### config.mk
export PLATFORM = sky130hd
export DESIGN_NAME = axis_data_to_string
export DESIGN_NICKNAME = d
export VERILOG_FILES = /design/src/rtl/axis_data_to_string.sv
export SDC_FILE = /design/constraint.sdc
export NUM_CORES = 1
export LEC_CHECK = 0
export BUFFER_PORTS_ARGS = -buffer_cell sky130_fd_sc_hd__buf_2
export CORE_UTILIZATION = 55
export DETAILED_ROUTE_END_ITERATION = 6
export GPL_TIMING_DRIVEN = 1
export PLACE_DENSITY = 0.78
export SLEW_MARGIN = 20
export SYNTH_ARGS = -nofsm -noshare
export SYNTH_HDL_FRONTEND = slang
export SYNTH_SLANG_ARGS = --single-unit
### constraint.sdc
create_clock -name aclk -period 3.7 [get_ports aclk]
set_clock_uncertainty 0.1 [all_clocks]
set_input_delay 0.37 -clock aclk [delete_from_list [all_inputs] [get_ports aclk]]
set_output_delay 0.37 -clock aclk [all_outputs]
set_load 0.05 [all_outputs]
### src/rtl/axis_data_to_string.sv
// Purpose : renders each AXI-Stream input beat (tdata, tdest, tuser) as an ASCII hex string
//           "<DP>data<DL><EP>dest<DL><UP>user<TERM>" on an 8-bit AXI-Stream output.
// Latency : first character is valid on the edge after the input handshake, then one per output handshake.
// Backpressure: s_axis_tready is low for the whole string; m_axis_* hold while m_axis_tready is low.
// Ports   : aclk/arstn (async active-low), s_axis_tdata/tuser/tdest/tvalid/tready in,
//           m_axis_tdata/tvalid/tready out (8-bit characters, no tlast).
module axis_data_to_string #(
    parameter logic [7:0]              DELIMITER   = 8'h3B,
    parameter logic [7:0]              TERMINATION = 8'h0A,
    parameter int                      SBUS_WIDTH  = 1,
    parameter int                      USER_WIDTH  = 4,
    parameter int                      DEST_WIDTH  = 4,
    parameter int                      PREFIX_LEN  = 1,
    parameter logic [PREFIX_LEN*8-1:0] DATA_PREFIX = "#",
    parameter logic [PREFIX_LEN*8-1:0] DEST_PREFIX = "&",
    parameter logic [PREFIX_LEN*8-1:0] USER_PREFIX = "*"
) (
    input  logic                    aclk,
    input  logic                    arstn,
    input  logic [SBUS_WIDTH*8-1:0] s_axis_tdata,
    input  logic                    s_axis_tvalid,
    output logic                    s_axis_tready,
    input  logic [USER_WIDTH-1:0]   s_axis_tuser,
    input  logic [DEST_WIDTH-1:0]   s_axis_tdest,
    output logic [7:0]              m_axis_tdata,
    output logic                    m_axis_tvalid,
    input  logic                    m_axis_tready
);

    localparam int DATA_W = SBUS_WIDTH * 8;
    localparam int DD     = SBUS_WIDTH * 2;        // data hex digits
    localparam int ED     = (DEST_WIDTH + 3) / 4;  // dest hex digits
    localparam int UD     = (USER_WIDTH + 3) / 4;  // user hex digits
    localparam int P      = PREFIX_LEN;

    // Start index of each segment within the string.
    localparam int A1      = P;          // data digits
    localparam int A2      = A1 + DD;    // first delimiter
    localparam int A3      = A2 + 1;     // dest prefix
    localparam int A4      = A3 + P;     // dest digits
    localparam int A5      = A4 + ED;    // second delimiter
    localparam int A6      = A5 + 1;     // user prefix
    localparam int A7      = A6 + P;     // user digits
    localparam int A8      = A7 + UD;    // termination
    localparam int STR_LEN = A8 + 1;
    localparam int CNT_W   = $clog2(STR_LEN + 1);

    localparam logic [0:0] ST_IDLE = 1'b0;
    localparam logic [0:0] ST_SEND = 1'b1;

    function automatic logic [7:0] hex_char(input logic [3:0] n);
        if (n < 4'd10) return {4'h0, n} + 8'h30;
        else           return {4'h0, n} + 8'h37;
    endfunction

    // Character at position idx of the string built from the given fields.
    function automatic logic [7:0] char_at(
        input logic [CNT_W-1:0]      idx,
        input logic [DATA_W-1:0]     d,
        input logic [DEST_WIDTH-1:0] de,
        input logic [USER_WIDTH-1:0] us
    );
        logic [DD*4-1:0] d_ext;
        logic [ED*4-1:0] e_ext;
        logic [UD*4-1:0] u_ext;
        logic [7:0]      c;
        int              i;
        d_ext = d;
        e_ext = '0;
        e_ext[DEST_WIDTH-1:0] = de;
        u_ext = '0;
        u_ext[USER_WIDTH-1:0] = us;
        i = int'(idx);
        c = TERMINATION;
        if      (i < A1) c = DATA_PREFIX[(P-1-i)*8 +: 8];
        else if (i < A2) c = hex_char(d_ext[(DD-1-(i-A1))*4 +: 4]);
        else if (i < A3) c = DELIMITER;
        else if (i < A4) c = DEST_PREFIX[(P-1-(i-A3))*8 +: 8];
        else if (i < A5) c = hex_char(e_ext[(ED-1-(i-A4))*4 +: 4]);
        else if (i < A6) c = DELIMITER;
        else if (i < A7) c = USER_PREFIX[(P-1-(i-A6))*8 +: 8];
        else if (i < A8) c = hex_char(u_ext[(UD-1-(i-A7))*4 +: 4]);
        return c;
    endfunction

    logic [0:0]            state_q, state_d;
    logic [CNT_W-1:0]      cnt_q, cnt_d;     // index of the next character to load
    logic [DATA_W-1:0]     data_q, data_d;
    logic [DEST_WIDTH-1:0] dest_q, dest_d;
    logic [USER_WIDTH-1:0] user_q, user_d;
    logic [7:0]            m_dat_q, m_dat_d;
    logic                  m_vld_q, m_vld_d;
    logic                  s_rdy_q, s_rdy_d;

    always_comb begin
        state_d = state_q;
        cnt_d   = cnt_q;
        data_d  = data_q;
        dest_d  = dest_q;
        user_d  = user_q;
        m_dat_d = m_dat_q;
        m_vld_d = m_vld_q;
        s_rdy_d = s_rdy_q;
        case (state_q)
            ST_IDLE: begin
                // Ready comes up on the first edge out of reset.
                s_rdy_d = 1'b1;
                if (s_axis_tvalid && s_rdy_q) begin
                    data_d  = s_axis_tdata;
                    dest_d  = s_axis_tdest;
                    user_d  = s_axis_tuser;
                    m_dat_d = char_at('0, s_axis_tdata, s_axis_tdest, s_axis_tuser);
                    m_vld_d = 1'b1;
                    cnt_d   = CNT_W'(1);
                    s_rdy_d = 1'b0;
                    state_d = ST_SEND;
                end
            end
            default: begin
                if (m_vld_q && m_axis_tready) begin
                    // cnt_q == STR_LEN means the termination byte just went out.
                    if (cnt_q == CNT_W'(STR_LEN)) begin
                        m_vld_d = 1'b0;
                        s_rdy_d = 1'b1;
                        cnt_d   = '0;
                        state_d = ST_IDLE;
                    end else begin
                        m_dat_d = char_at(cnt_q, data_q, dest_q, user_q);
                        cnt_d   = cnt_q + CNT_W'(1);
                    end
                end
            end
        endcase
    end

    always_ff @(posedge aclk or negedge arstn) begin
        if (!arstn) begin
            state_q <= ST_IDLE;
            cnt_q   <= '0;
            data_q  <= '0;
            dest_q  <= '0;
            user_q  <= '0;
            m_dat_q <= 8'h00;
            m_vld_q <= 1'b0;
            s_rdy_q <= 1'b0;
        end else begin
            state_q <= state_d;
            cnt_q   <= cnt_d;
            data_q  <= data_d;
            dest_q  <= dest_d;
            user_q  <= user_d;
            m_dat_q <= m_dat_d;
            m_vld_q <= m_vld_d;
            s_rdy_q <= s_rdy_d;
        end
    end

    assign s_axis_tready = s_rdy_q;
    assign m_axis_tdata  = m_dat_q;
    assign m_axis_tvalid = m_vld_q;

endmodule

# --- Word level (Yosys, flattened, before mapping) ---
# Cells that the tools add are included.
# W data, S select, Z words.
word_totals:
  elab_cells: 87
  regBits: 31
  in_bits: 20
  out_inout_bits: 10
op_classes:
  add_sub_neg: 18
  n_eq_ne: 4
  mux: 31
  order_cmp: 11
  n_shift: 6
  n_reduce_logical: 8
  bitwise_logic: 1
op_table:
  columns: ["operator", "n"]
  rows:
  - ["$mux W8", 11]
  - ["$add A4 B6 Y7 const B", 6]
  - ["$mux W7", 4]
  - ["$sub A1 B5 Y6 const A", 4]
  - ["$lt A4 B4 Y1 const B", 5]
  - ["$shiftx A8 B9 Y8 const A", 2]
  - ["$lt A4 B3 Y1 const B", 4]
  - ["$mux W4", 4]
  - ["$shiftx A4 B8 Y4", 2]
  - ["$sub A4 B3 Y5 const B", 3]
  - ["$mux W1", 12]
  - ["$shiftx A8 B8 Y4", 1]
  - ["$shiftx A8 B8 Y8 const A", 1]
  - ["$reduce_and A2 Y1", 3]
  - ["$reduce_and A3 Y1", 2]
  - ["$sub A2 B5 Y6 const A", 1]
  - ["$sub A1 B4 Y5 const A", 1]
  - ["$sub A4 B1 Y5 const B", 1]
  - ["$sub A4 B4 Y5 const B", 1]
  - ["$add A4 B1 Y4 const B", 1]
  - ["$eq A4 B4 Y1 const B", 1]
  - ["$lt A4 B1 Y1 const B", 1]
  - ["$lt A4 B2 Y1 const B", 1]
  - ["$ne A2 B1 Y1 const B", 2]
  - ["4 further kinds", 5]

# --- Logic depth before layout (Yosys ltp) ---
depth:
  ltp_word: 16
  depth_mapped: 12
  mapped_depth_nobuf: 10

# --- Least setup slack after synthesis ---
# No wires, ideal clock.
synth_path:
  path_type: "reg2reg"
  startpoint: "register cnt_q[0]"
  endpoint: "register m_dat_q[2], in the netlist m_axis_tdata[2]"
  n_path_buf: 2
  slack_ns: 1.094
  setup_ns: 0.121
  t_required_ns: 3.479
  synth_period_minus_slack_ns: 2.606
  stages_incl_launch_ff: 13
  t_arrival_ns: 2.385
  cell_sequence: "dfrtp_1 buf_4 inv_1 ha_1 and2_1 buf_2 nand2_1 ha_1 and4b_1 a21oi_1 o22ai_1 o2111a_1 a22o_1"
synth_via:
  elab_chain_cells: 16
  word_cells_on_any_way: 51
  classes_between: "add/sub: 17; order compare: 11; eq/ne: 2; shift: 6; mux: 14; reduce/logical: 1"
synth_lines:
  columns: ["element", "line_no", "rtl"]
  rows:
  - ["start: declaration", "87", "logic [CNT_W-1:0] cnt_q, cnt_d;"]
  - ["start signal: assignment", "148", "cnt_q <= cnt_d;"]
  - ["$sub A4 B4 Y5", "82", "else if (i < A8) c = hex_char(u_ext[(UD-1-(i-A7))*4 +: 4]);"]
  - ["$sub A1 B5 Y6", "82", null]
  - ["$shiftx A4 B8 Y4", "82", null]
  - ["$add A4 B6 Y7 (tied with other cells)", "53", "else return {4'h0, n} + 8'h37;"]
  - ["$mux W7", "52", "if (n < 4'd10) return {4'h0, n} + 8'h30;"]
  - ["$mux W7", "82", null]
  - ["$mux W8", "81", "else if (i < A7) c = USER_PREFIX[(P-1-(i-A6))*8 +: 8];"]
  - ["$mux W8", "80", "else if (i < A6) c = DELIMITER;"]
  - ["$mux W8", "79", "else if (i < A5) c = hex_char(e_ext[(ED-1-(i-A4))*4 +: 4]);"]
  - ["$mux W8", "78", "else if (i < A4) c = DEST_PREFIX[(P-1-(i-A3))*8 +: 8];"]
  - ["$mux W8", "77", "else if (i < A3) c = DELIMITER;"]
  - ["$mux W8", "76", "else if (i < A2) c = hex_char(d_ext[(DD-1-(i-A1))*4 +: 4]);"]
  - ["$mux W8", "75", "if (i < A1) c = DATA_PREFIX[(P-1-i)*8 +: 8];"]
  - ["$mux W8", "122", "if (cnt_q == CNT_W'(STR_LEN)) begin"]
  - ["$mux W8", "120", "if (m_vld_q && m_axis_tready) begin"]
  - ["$mux W8", "104", "case (state_q)"]
  - ["end signal: assignment", "152", "m_dat_q <= m_dat_d;"]
  - ["end: declaration", "91", "logic [7:0] m_dat_q, m_dat_d;"]
# Several ways; a longest one is shown, not always the timed one. The select of a mux whose other input is x is not followed.
# A chain may end at the register's enable or synchronous reset.

# --- Worst setup path after layout ---
# Same ends and word-level chain as after synthesis.

==> summary.md <==
| Metric | Value |
|---|---|
| Status | finished clean |
| Total Power | around 2200 uW |
| Most common cell on crit path | ha_1 |
| Switching Share | approximately 50% |
| Die Y | 61.76 um |
| Kind of critical path | flop to flop |
| R2R Path End | m_axis_tdata[2]$_DFFE_PN0P_ |
| CP Capture Type | flop |
| Via count | approximately 1800 |
| Boundary Pins | 30 |
| Root Driver | clkbuf_4 |
| Met3 usage | 8.282% |
| M2 GR Usage | between 30% and 40% |
| Simple-Gate Fraction of Synth Area | approximately 28% |
| Hold Slack | 111.8 ps |
| Worst slew margin | between 50% and 60% |
| Total number of yosys warnings | 0 |
| Vias in the first global route | 1500 |
| Psw | around 1100 uW |
| Post-route ant nets | 0 |
| Clock tree buffer depth | 2 |
| Final setup vio count | 0 |
| Max Slew Vio Count | 0 |
| CP max FO | 16 |
| CP max stage delay | around 690 ps |
| Largest net degree at the start of global routing | 31 |
| GRT Total Usage | 27.24% |
| Largest area contributor in the netlist | dfrtp_1 |
| Pwr Density | around 1000 mW/mm^2 |
| Crit-path cells | inv_1, ha_1, and2_1, nand2_1, ha_1, and4b_1, a21oi_1, o22ai_1, o2111a_1, a22o_1 |
| Hold path startpoint | s_axis_tdest[1] |
| Post-route setup TNS | 0 ps |
| Hold EP | dest_q[1]$_DFFE_PN0P_ |
| Gr ovfl total | 0 |
| GP Congestion | about 0.97 |
| IR drop worst, VDD | around 0.00047 V |
| Critical-path top delay cell | dfrtp_1 |
| Flop pwr share | between 30% and 40% |
| P_leak | about 0.0010 uW |
| R2r setup slk | between 600 and 700 ps |
| CTS tree | done |
| Distinct cells, synth | 55 |
| Mapped Cells | between 200 and 250 |
| Largest family of logic cells by synthesized area | simple AND/OR/NAND/NOR gates |
| Routed WL | between 4 and 5 mm |
| Area grow syn2layout | 11.27% |
| Unrepaired setup endpoints after global routing | false |
| Clock Latency Late Sink | roughly 340 ps |
| Place WS | 713.4 ps |
| Fmax | between 0.3 and 0.4 GHz |
| Worst endpoint data arrival time | ~3200 ps |
| Die Area | around 0.0038 mm^2 |
| Routed WL per cell | around 15 um |
| Final Hold Vio Count | 0 |
| Clk sink count | 30 |
| Synthesized flop and latch total | 30 |
| IO Port Bufs | 28 |
| Synthesized Nets | 265 |
| Fraction of registers with async set/reset | between 90% and 100% |
| DP Wirelength | roughly 3.2 mm |
| Sequential cell area fraction in the yosys report | a little under two fifths |
| Starting density of the core | about 58% |
| CTS buffer count | 5 |
| Register-to-Register Path Depth | 10 |
| Clock slew at reported path FFs | approximately 100 ps |
| # fillers | slightly above 300 |
| Comb power frac | between 50% and 60% |
| Netlist Area Pre-Place | approximately 0.0020 mm^2 |
| Nets@finish | 289 |
| Final worst-path setup slack | 662.6 ps |
| Num rows | 21 |
| Hold Path Depth | 3 |
| Worst-Margin Slew | 664.8 ps |
| # H-tree levels | 2 |
| Crit path max-delay family | adder cells |
| Adder-cell share of the synthesized area | between 3 and 4% |
| P_int | between 1000 and 1500 uW |
| CP required | roughly 3800 ps |
| Final period util | approximately 80% |
| Count leader, synth | nand2_1 |
| Max-cap violations | 0 |
| Startpoint Class | flop |
| Post-synthesis mux area share | between 1.5 and 2% |
| # DRC | 0 |
| Die Wd | 61.76 um |
| Synth cell count leaders | nand2_1, dfrtp_1, o21ai_0, a21oi_1, nor2_1 |
| Largest cells by area after synthesis | dfrtp_1, nand2_1, ha_1, o21ai_0, a21oi_1 |
| Core area | approximately 0.0034 mm^2 |
| Hold crit path type | primary input to flop |
| Layout cell share with drive strength beyond 1 | 19.01% |
| Antenna cells | 0 |
| Bufs and invs on worst path | 1 |
| Syn Area/Cell | between 8 and 9 um^2 |
| Ys flop type | dfrtp_1 |
| Initial drt markers | 112 |
| R2R Path Start | cnt_q[0]$_DFFE_PN0P_ |
| XOR/XNOR share of the synthesized area | under 10% |
| Initial antenna violation count | 0 |
| Clock network fraction of total power | 12.8% |
| Top-area cell type share of the netlist area | a little under two fifths |
| GRT busiest layer | met1 |
| Crit path time final | between 3000 and 4000 ps |
| GR Util met1 | between 30% and 40% |
| Wire length of the first global-routing pass | 7.224 mm |
| First-pass DRT Iterations | 4 |
| Via density per instance | ~5.8 |
| Synth Area in Compound Gates | 21.46% |
| Post-synth EDFFs | 0 |
## worst max-delay path by stage
stage | from | cells past startpoint | slack [ps] | end
2_1_floorplan | cnt_q[0]$_DFFE_PN0P_ | 12 | 1090 | m_axis_tdata[2]$_DFFE_PN0P_
3_3_place_gp | cnt_q[0]$_DFFE_PN0P_ | 10 | 810 | m_axis_tdata[2]$_DFFE_PN0P_
3_5_place_dp | cnt_q[0]$_DFFE_PN0P_ | 10 | 710 | m_axis_tdata[2]$_DFFE_PN0P_
4_1_cts | cnt_q[0]$_DFFE_PN0P_ | 10 | 680 | m_axis_tdata[2]$_DFFE_PN0P_
5_1_grt | cnt_q[0]$_DFFE_PN0P_ | 9 | 370 | m_axis_tdata[1]$_DFFE_PN0P_
6_report | cnt_q[0]$_DFFE_PN0P_ | 10 | 660 | m_axis_tdata[2]$_DFFE_PN0P_
## per-stage QoR
stage                     instances  instance area (um^2)  util [%]
after global routing            309                  2186     64.49
after CTS                       309                  2186     64.49
after global placement          301                  2095     61.79
after detailed placement        301                  2095     61.79
after floorplan                 239                  1964         -
final                           309                  2186     64.49
## cells by family (layout without fill, tap and decap cells)
logic type,Yosys count,after routing
compound gates,59,59
xor+xnor,4,4
fa+ha+maj,6,6
buf+inv,18,42
flops,30,30
mux,3,3
other cells,1,1
simple gates,118,118
## power groups by stage
stage	clock network, uW	logic (uW)	registers, uW
floorplan	0	899	738
global placement	0	1170	682
detailed placement	0	1180	683
CTS	279	1190	675
global route	295	1340	713
finish	277	1210	684
## per-layer routing
metal  routed length (um)  up-vias
met5                    0        -
met4                  114        0
met3                  321       17
met2                 1941       84
met1                 2192      789
li1                     -      891
## flip-flops by register name, summed over array words and instances, names as in the netlist
register,cells
dest_q,4
m_axis_tvalid,1
state_q,1
cnt_q,4
user_q,4
m_axis_tdata,7
s_axis_tready,1
data_q,8
## worst register-to-register path, stage by stage, from the launching register on
cell and delay [ps]:
dfrtp_1 690, inv_1 220, ha_1 460, and2_1 320, nand2_1 100, ha_1 230
and4b_1 190, a21oi_1 130, o22ai_1 100, o2111a_1 230, a22o_1 190
## layout make-up
type	instances	area [um^2]	area share, %
clock buffer	6	51.30	2.347
multi-input combinational	191	1120	51.23
inverter	5	18.77	0.8586
timing repair buffer	30	157.7	7.212
tap	46	57.56	2.633
sequential	30	750.7	34.34
clock inverter	1	30.03	1.374
## layout by cell type (no fill, tap or decap), types with 2 or more instances in the layout
cell       n
dfrtp_1   30
nand2_1   72
nand3_1    9
and2_4     2
o31ai_1    4
and2_1     4
a21o_1     3
nor2_1    10
a22o_1     3
o2111a_1   3
buf_2     28
or3_1      2
a211oi_1   2
xor2_1     2
and4b_1    2
clkbuf_4   5
and3_1     2
ha_1       6
a21oi_1   10
inv_1      5
xnor2_1    2
mux2_2     3
o41ai_1    2
nor2b_1    3
a31oi_1    6
o21ai_0   12
## what timing repair did
action / 4_1_cts / 5_1_grt
setup endpoints to repair: 0 / 0
hold buffers: 1 / 0
setup buffers: 0 / 0
hold endpoints to repair: 30 / 0
resized for setup: 0 / 0
(Power assumes the default switching activity.)
